$ cat config.mk
export PLATFORM = sky130hd
export DESIGN_NAME = otter_fetch_queue
export DESIGN_NICKNAME = d
export VERILOG_FILES = /design/src/rtl/otter_fetch_queue.sv
export SDC_FILE = /design/constraint.sdc
export NUM_CORES = 1
export LEC_CHECK = 0
export ABC_AREA = 1
export BUFFER_PORTS_ARGS = -buffer_cell sky130_fd_sc_hd__buf_4
export CAP_MARGIN = 30
export CORE_MARGIN = 10
export CORE_UTILIZATION = 50
export DETAILED_ROUTE_END_ITERATION = 8
export PLACE_DENSITY = 0.73
export SLEW_MARGIN = 30
export SYNTH_ARGS = -nofsm -noshare
export SYNTH_HDL_FRONTEND = slang
export SYNTH_SLANG_ARGS = --single-unit
$ cat constraint.sdc
create_clock -name CLK -period 3.79 [get_ports CLK]
set_clock_uncertainty 0.05 [all_clocks]
set_input_delay 0.1895 -clock CLK [delete_from_list [all_inputs] [get_ports CLK]]
set_output_delay 0.1895 -clock CLK [all_outputs]
set_load 0.005 [all_outputs]
$ cat src/rtl/otter_fetch_queue.sv
// otter_fetch_queue: OTTER instruction-fetch front end with a small prefetch queue.
// Owns the fetch PC and issues at most one sync read per cycle on memory port 1.
// Each response is queued as a {PC, IR} pair for decode, which uses a valid/ready
// handshake. A redirect flushes the queue and drops the response still in flight.
module otter_fetch_queue #(
  parameter int          DEPTH    = 4,
  parameter logic [31:0] RESET_PC = 32'h0
) (
  input  logic        CLK,
  input  logic        RESET_N,
  input  logic        REDIRECT,
  input  logic [31:0] REDIRECT_PC,
  output logic        IMEM_RD,
  output logic [31:0] IMEM_ADDR,
  input  logic [31:0] IMEM_DOUT,
  output logic        IF_VALID,
  output logic [31:0] IF_IR,
  output logic [31:0] IF_PC,
  input  logic        DE_READY
);

  localparam int AW = (DEPTH > 1) ? $clog2(DEPTH) : 1;
  localparam int CW = AW + 1;
  localparam logic [CW:0]   DEPTH_CREDIT = (CW + 1)'(DEPTH);
  localparam logic [CW-1:0] DEPTH_COUNT  = CW'(DEPTH);
  localparam logic [31:0]   NOP          = 32'h0000_0013;

  logic [31:0]   fpc_q, fpc_d;
  logic [31:0]   tag_pc_q, tag_pc_d;
  logic          inflight_q, inflight_d;
  logic [CW-1:0] count_q, count_d;
  logic [AW-1:0] wptr_q, wptr_d;
  logic [AW-1:0] rptr_q, rptr_d;

  logic [31:0]   pc_mem_q [DEPTH];
  logic [31:0]   ir_mem_q [DEPTH];

  logic [CW:0]   credit_used;
  logic          issue;
  logic          push;
  logic          pop;

  // The two low redirect bits are forced to zero, so they are deliberately dropped.
  logic unused_redirect_lsbs;
  assign unused_redirect_lsbs = ^REDIRECT_PC[1:0];

  // Head outputs come straight from stored entries; IMEM_DOUT never bypasses to decode.
  always_comb begin
    IF_VALID  = (count_q != '0);
    IF_IR     = IF_VALID ? ir_mem_q[rptr_q] : NOP;
    IF_PC     = IF_VALID ? pc_mem_q[rptr_q] : 32'h0;
    IMEM_ADDR = fpc_q;
    IMEM_RD   = issue;
  end

  // Credit check, handshake decode and next-state; redirect overrides everything else.
  always_comb begin
    credit_used = {1'b0, count_q} + {{CW{1'b0}}, inflight_q};
    issue       = RESET_N && !REDIRECT && (credit_used < DEPTH_CREDIT);
    push        = inflight_q && !REDIRECT;
    pop         = IF_VALID && DE_READY && !REDIRECT;

    fpc_d      = fpc_q;
    tag_pc_d   = tag_pc_q;
    inflight_d = issue;
    count_d    = count_q;
    wptr_d     = wptr_q;
    rptr_d     = rptr_q;

    if (REDIRECT) begin
      fpc_d   = {REDIRECT_PC[31:2], 2'b00};
      count_d = '0;
      wptr_d  = '0;
      rptr_d  = '0;
    end else begin
      if (issue) begin
        fpc_d    = fpc_q + 32'd4;
        tag_pc_d = fpc_q;
      end
      if (push) wptr_d = wptr_q + AW'(1);
      if (pop)  rptr_d = rptr_q + AW'(1);
      case ({push, pop})
        2'b10:   count_d = count_q + CW'(1);
        2'b01:   count_d = count_q - CW'(1);
        default: count_d = count_q;
      endcase
    end
  end

  // Control state register; reset restarts fetching at RESET_PC with an empty queue.
  always_ff @(posedge CLK) begin
    if (!RESET_N) begin
      fpc_q      <= RESET_PC;
      tag_pc_q   <= RESET_PC;
      inflight_q <= 1'b0;
      count_q    <= '0;
      wptr_q     <= '0;
      rptr_q     <= '0;
    end else begin
      fpc_q      <= fpc_d;
      tag_pc_q   <= tag_pc_d;
      inflight_q <= inflight_d;
      count_q    <= count_d;
      wptr_q     <= wptr_d;
      rptr_q     <= rptr_d;
    end
  end

  // Queue storage; a response is captured only when it survives redirect and reset.
  always_ff @(posedge CLK) begin
    if (RESET_N && push) begin
      pc_mem_q[wptr_q] <= tag_pc_q;
      ir_mem_q[wptr_q] <= IMEM_DOUT;
    end
  end

`ifndef SYNTHESIS
  // The issue credit rule means a full queue never sees a push without a matching pop.
  always_ff @(posedge CLK) begin
    if (RESET_N) assert (!(push && !pop && (count_q == DEPTH_COUNT)));
  end
`endif

endmodule

== Word level (Yosys, flattened, before mapping) ==
Memories as Yosys holds them, arrays and structs flattened. A register that Yosys moved wholly into a read port is not among the register bits.
Cells that the tools add are included.

* $mul: 0
* Shifts and indexed selects: 0
* Reductions and logical operators: 12
* $lt $le $gt $ge: 1
* Div/mod/pow operators: 0
* Equality and inequality tests: 2
* Muxes and demuxes: 11
* $add $sub $neg: 6
* Bitwise logic cells: 2

{| class="wikitable"
|+ Operator list
! kind !! count
|-
| 2-to-1 mux 32 bit || 4
|-
| adder 32 x 3 -> 32 bit, second input constant || 1
|-
| 2-to-1 mux 2 bit || 4
|-
| logical AND 1 bit || 6
|-
| case mux 3 bit (2 select lines) || 1
|-
| adder 2 x 1 -> 2 bit, second input constant || 2
|-
| adder 3 x 1 -> 4 bit || 1
|-
| less-than comparator 4 x 3 -> 1 bit, second input constant || 1
|-
| nonzero test 2 bit || 2
|-
| adder 3 x 1 -> 3 bit, second input constant || 1
|-
| nonzero test 3 bit || 1
|-
| subtractor 3 x 1 -> 3 bit, second input constant || 1
|-
| equality test 2 x 1 -> 1 bit, second input constant || 1
|-
| equality test 2 bit, second input constant || 1
|-
| 2-to-1 mux 1 bit || 2
|-
| inverter 1 bit || 2
|-
| AND reduction 2 bit || 1
|-
| OR reduction 2 bit || 1
|-
| zero test 1 bit || 1
|}

* ROM bits: 0
* Output and inout port bits: 98
* Memories kept: 2
* Logic and storage cells: 43
* Input port bits: 68
* Bits in registers: 72
* Bits in writable memories: 256
* Bits in latches: 0

{| class="wikitable"
|+ Memory list
! name !! words !! bits a word !! read ports !! clocked after Yosys merged registers in !! write ports !! RTL line !! text
|-
| ir_mem_q || 4 || 32 || 1 || 1 || 1 || 36 || <nowiki>logic [31:0] ir_mem_q [DEPTH];</nowiki>
|-
| pc_mem_q || 4 || 32 || 1 || 1 || 1 || 35 || <nowiki>logic [31:0] pc_mem_q [DEPTH];</nowiki>
|}

== Longest topological paths before layout ==
* Word-level depth: 5
* Depth in mapped cells: 13
* Gate-level depth less buffers: 12

== Least setup slack after synthesis ==
Ideal clock, no wire load.

* Path kind: input to register
* Start: input REDIRECT
* End: memory ir_mem_q[0][0], enable pin
* Data required time: 3.258 ns
* Path buffers: 2
* Stages: 5
* Setup slack: -0.091 ns
* Setup time: 0.482 ns
* Arrival: 3.348 ns
* Path through: buf_6 clkbuf_1 nor2_1 nand2_1 nor2_1

* Cells in the longest elaborated chain, start to end: 5

{| class="wikitable"
|+ Ends and longest elaborated chain
! item !! RTL line !! text
|-
| start, declared || 11 || <nowiki>input logic REDIRECT,</nowiki>
|-
| zero test 1 bit || 60 || <nowiki>push = inflight_q && !REDIRECT;</nowiki>
|-
| logical AND 1 bit || 60 ||
|-
| logical AND 1 bit || 111 || <nowiki>if (RESET_N && push) begin</nowiki>
|-
| 2-to-1 mux 1 bit || 111 ||
|-
| 2-to-1 mux 1 bit (not written as such) || 113 || <nowiki>ir_mem_q[wptr_q] <= IMEM_DOUT;</nowiki>
|-
| end, declared || 36 ||
|}

Every way passes these cells.

==> impl_metrics.py <==
metrics = {
    "status": {
        "outcome": "completed",
    },
    "placement": {
        "post-place-ws_ns": 1.288,
        "io_buffers": 159,
        "place_congestion": 0.8751,
        "placed_cell_area_sq_mm": 0.01466,
        "dp_hpwl_mm": 18.85,
    },
    "cells_and_area": {
        "finalCoreUtilization_pct": 62.41,
        "drive_gt1_share_pct": 16.75,
        "layout_common_cells": "314 x nor2_1, 248 x edfxtp_1, 168 x buf_4",
        "layout.cells.most_common": "nor2_1",
        "finalNetCount": 1538,
        "area_delta_synth_final_pct": 23.01,
        "fin_area_sq_mm": 0.01626,
        "antenna_cells": 0,
    },
    "power": {
        "power.density_mw_per_mm2": 457.1,
        "vdd_drop_max_mv": 0.3376,
        "total_power_mw": 7.434,
        "leakage_nw": 6.090,
    },
    "global_routing": {
        "grt_overflow": 0,
        "grt_pass1_vias": 9458,
        "grt_pass1_wl_mm": 49.26,
        "antenna_found_initial": 0,
        "grt_max_degree": 97,
        "grtUsageTotal_pct": 18.22,
    },
    "synth": {
        "synth_area_sq_mm": 0.01322,
        "syn_inst": 1273,
        "synth-async-reset-ratio_pct": 0,
        "avgSynthCellArea_sq_um": 10.39,
        "synth_warnings": 0,
        "ys_seq_elements": 318,
        "ys.flop_type": "edfxtp_1",
        "synth_cell_types": 46,
        "yosysSeqAreaShare_pct": 66.93,
        "synth_edf_count": 248,
    },
    "floorplan": {
        "die-area_sq_mm": 0.03335,
        "coreArea_sq_mm": 0.02606,
        "fp-row-count": 59,
        "die_h_um": 182.6,
        "die_x_um": 182.6,
        "start_util_pct": 50.74,
        "pin_count": 166,
    },
    "cts": {
        "post_cts_resized": 0,
        "cts.sinks": 318,
        "cts-root-buf": "clkbuf_16",
        "htree_levels": 2,
        "clk_pin_slew_worst_paths_ns": 0.06,
        "clk_path_buf_depth": 3,
        "cts_tree": "done",
        "numCtsBuffers": 34,
        "insertion_delay_ns": 0.51,
    },
    "critical_path": {
        "crit_fanout": 67,
        "worst_ep_arrival_time_ns": 2.94,
        "startpoint_type": "flop",
        "critPathMostFrequentCell": "nor2_1",
        "max_stage_delay_ns": 0.72,
        "end_kind": "output pin",
        "cp_data_required_time_ns": 3.55,
        "worst-setup-path-type": "reg -> out",
        "path_cells": "clkinv_2, buf_12, nor2_1, nor2_1, o21ai_0, o311ai_0, buf_4",
        "cpMaxStageDelayCell": "clkinv_2",
    },
    "route": {
        "via_per_inst": 5.330,
        "wl_per_cell_um": 17.34,
        "ant_nets": 0,
        "drtIter0Drc": 822,
        "post-route-drc-count": 0,
        "dr_total_vias": 9712,
        "routed_wirelength_mm": 31.59,
        "dr.pass1.iters": 5,
    },
    "timing": {
        "finalCritPeriodShare_pct": 83.78,
        "period_minus_slack_ns": 3.175,
        "slew_violations": 0,
        "finalHoldViolations": 0,
        "setup_slack_ns": 0.6149,
        "max_freq_mhz": 315.0,
        "setup_violations": 0,
        "tightest_slew_ns": 0.9546,
        "rsz0062_at_grt": "false",
        "relSlewSlack_pct": 36.36,
        "setup_tns_ns": 0,
    },
    "run": {
        "max_cap_violations": 0,
    },
    "hold_path": {
        "hold_class": "in -> reg",
    },
}
==> metal layers <==
layer / wire [um] / global-route usage (%)
met4: 539 / 4.621
met1: 13510 / 24.15
met3: 2696 / 4.590
met2: 14840 / 29.31
met5: 0 / 0
==> stage by stage <==
step | hold WS (ns) | std cells
6_report | 0.03121 | 1822
3_5_place_dp | 0.3416 | 1712
3_3_place_gp | 0.3403 | 1712
4_1_cts | 0.004143 | 1822
5_1_grt | 0.03084 | 1822
2_1_floorplan | 0.2384 | 1276
==> synthesized netlist by cell type, types with 2 or more instances <==
master,count,area [sq um]
nor2_1,318,1194
edfxtp_1,248,7447
o21ai_0,155,775.7
nand2_1,118,442.9
a21oi_1,92,460.4
dfxtp_1,70,1401
inv_1,69,259.0
nand3_1,41,205.2
clkbuf_1,38,142.6
buf_2,18,90.09
a211oi_1,11,82.58
nor3_1,10,50.05
buf_4,7,52.55
a31oi_1,6,37.54
ha_1,6,75.07
inv_2,5,18.77
nand4_1,5,31.28
nor2_2,5,31.28
o21ai_1,5,25.02
buf_6,4,45.04
nand3b_1,4,30.03
buf_1,3,11.26
o22ai_1,3,18.77
o311ai_0,3,26.28
o31ai_1,3,22.52
a22oi_1,2,15.01
nand2_2,2,12.51
nand2_4,2,22.52
o21a_1,2,15.01
xor2_1,2,17.52
==> state kept, by name, summed over array words and instances (netlist names), named ones only <==
signal and count:
ir_mem_q 128, count_q 3, tag_pc_q 30, pc_mem_q 120, wptr_q 2, rptr_q 2
IMEM_ADDR 30, inflight_q 1
==> cell families after synthesis <==
family                     share of synthesized area [%]
AOI/OAI and AO/OA                                  11.51
xor gates and xnor gates                          0.1325
adders and majority gates                         0.7192
buffers and inverters                              4.826
DFF                                                66.93
other                                            0.02836
and+or+nand+nor                                    15.86
==> power by group <==
| part | switching (mW) | total, mW | internal (mW) |
|---|---|---|---|
| logic | 0.193 | 0.363 | 0.171 |
| clock network | 1.27 | 3.19 | 1.92 |
| registers | 0.0647 | 3.88 | 3.81 |
==> critical path: cells and delay by family (launching register included) <==
family	cells	cell delay [ns]
buf+inv	3	1.38
simple gates	2	0.17
compound gates	2	0.28
flops	1	0.56
==> what timing repair did <==
| action | in CTS | in global routing |
|---|---|---|
| setup buffers | 0 | 0 |
| hold buffers | 50 | 0 |
| setup endpoints to repair | 0 | 0 |
| endpoints found under the hold margin | 146 | 0 |
==> final timing paths <==
| path | startpoint | endpoint | slack (ns) | cells past startpoint |
|---|---|---|---|---|
| setup / recovery | flop | IF_IR[4] | 0.61 | 7 |
| hold / removal | RESET_N | IMEM_ADDR[5] | 0.03 | 3 |
| setup reg to reg | inflight_q | ir_mem_q[0][19] | 1.61 | 5 |
| hold reg to reg | rptr_q[1] | flop | 0.41 | 2 |
==> area by class of cell <==
class                      instances  area, sq um
fill                            2031         9796
sequential                       318         8853
multi-input combinational        811         3782
timing repair buffer             221         1813
clock buffer                      43        957.2
tap                              335        419.2
inverter                          77        300.3
clock inverter                    17        137.6
Power figures use the tool's default switching activity.
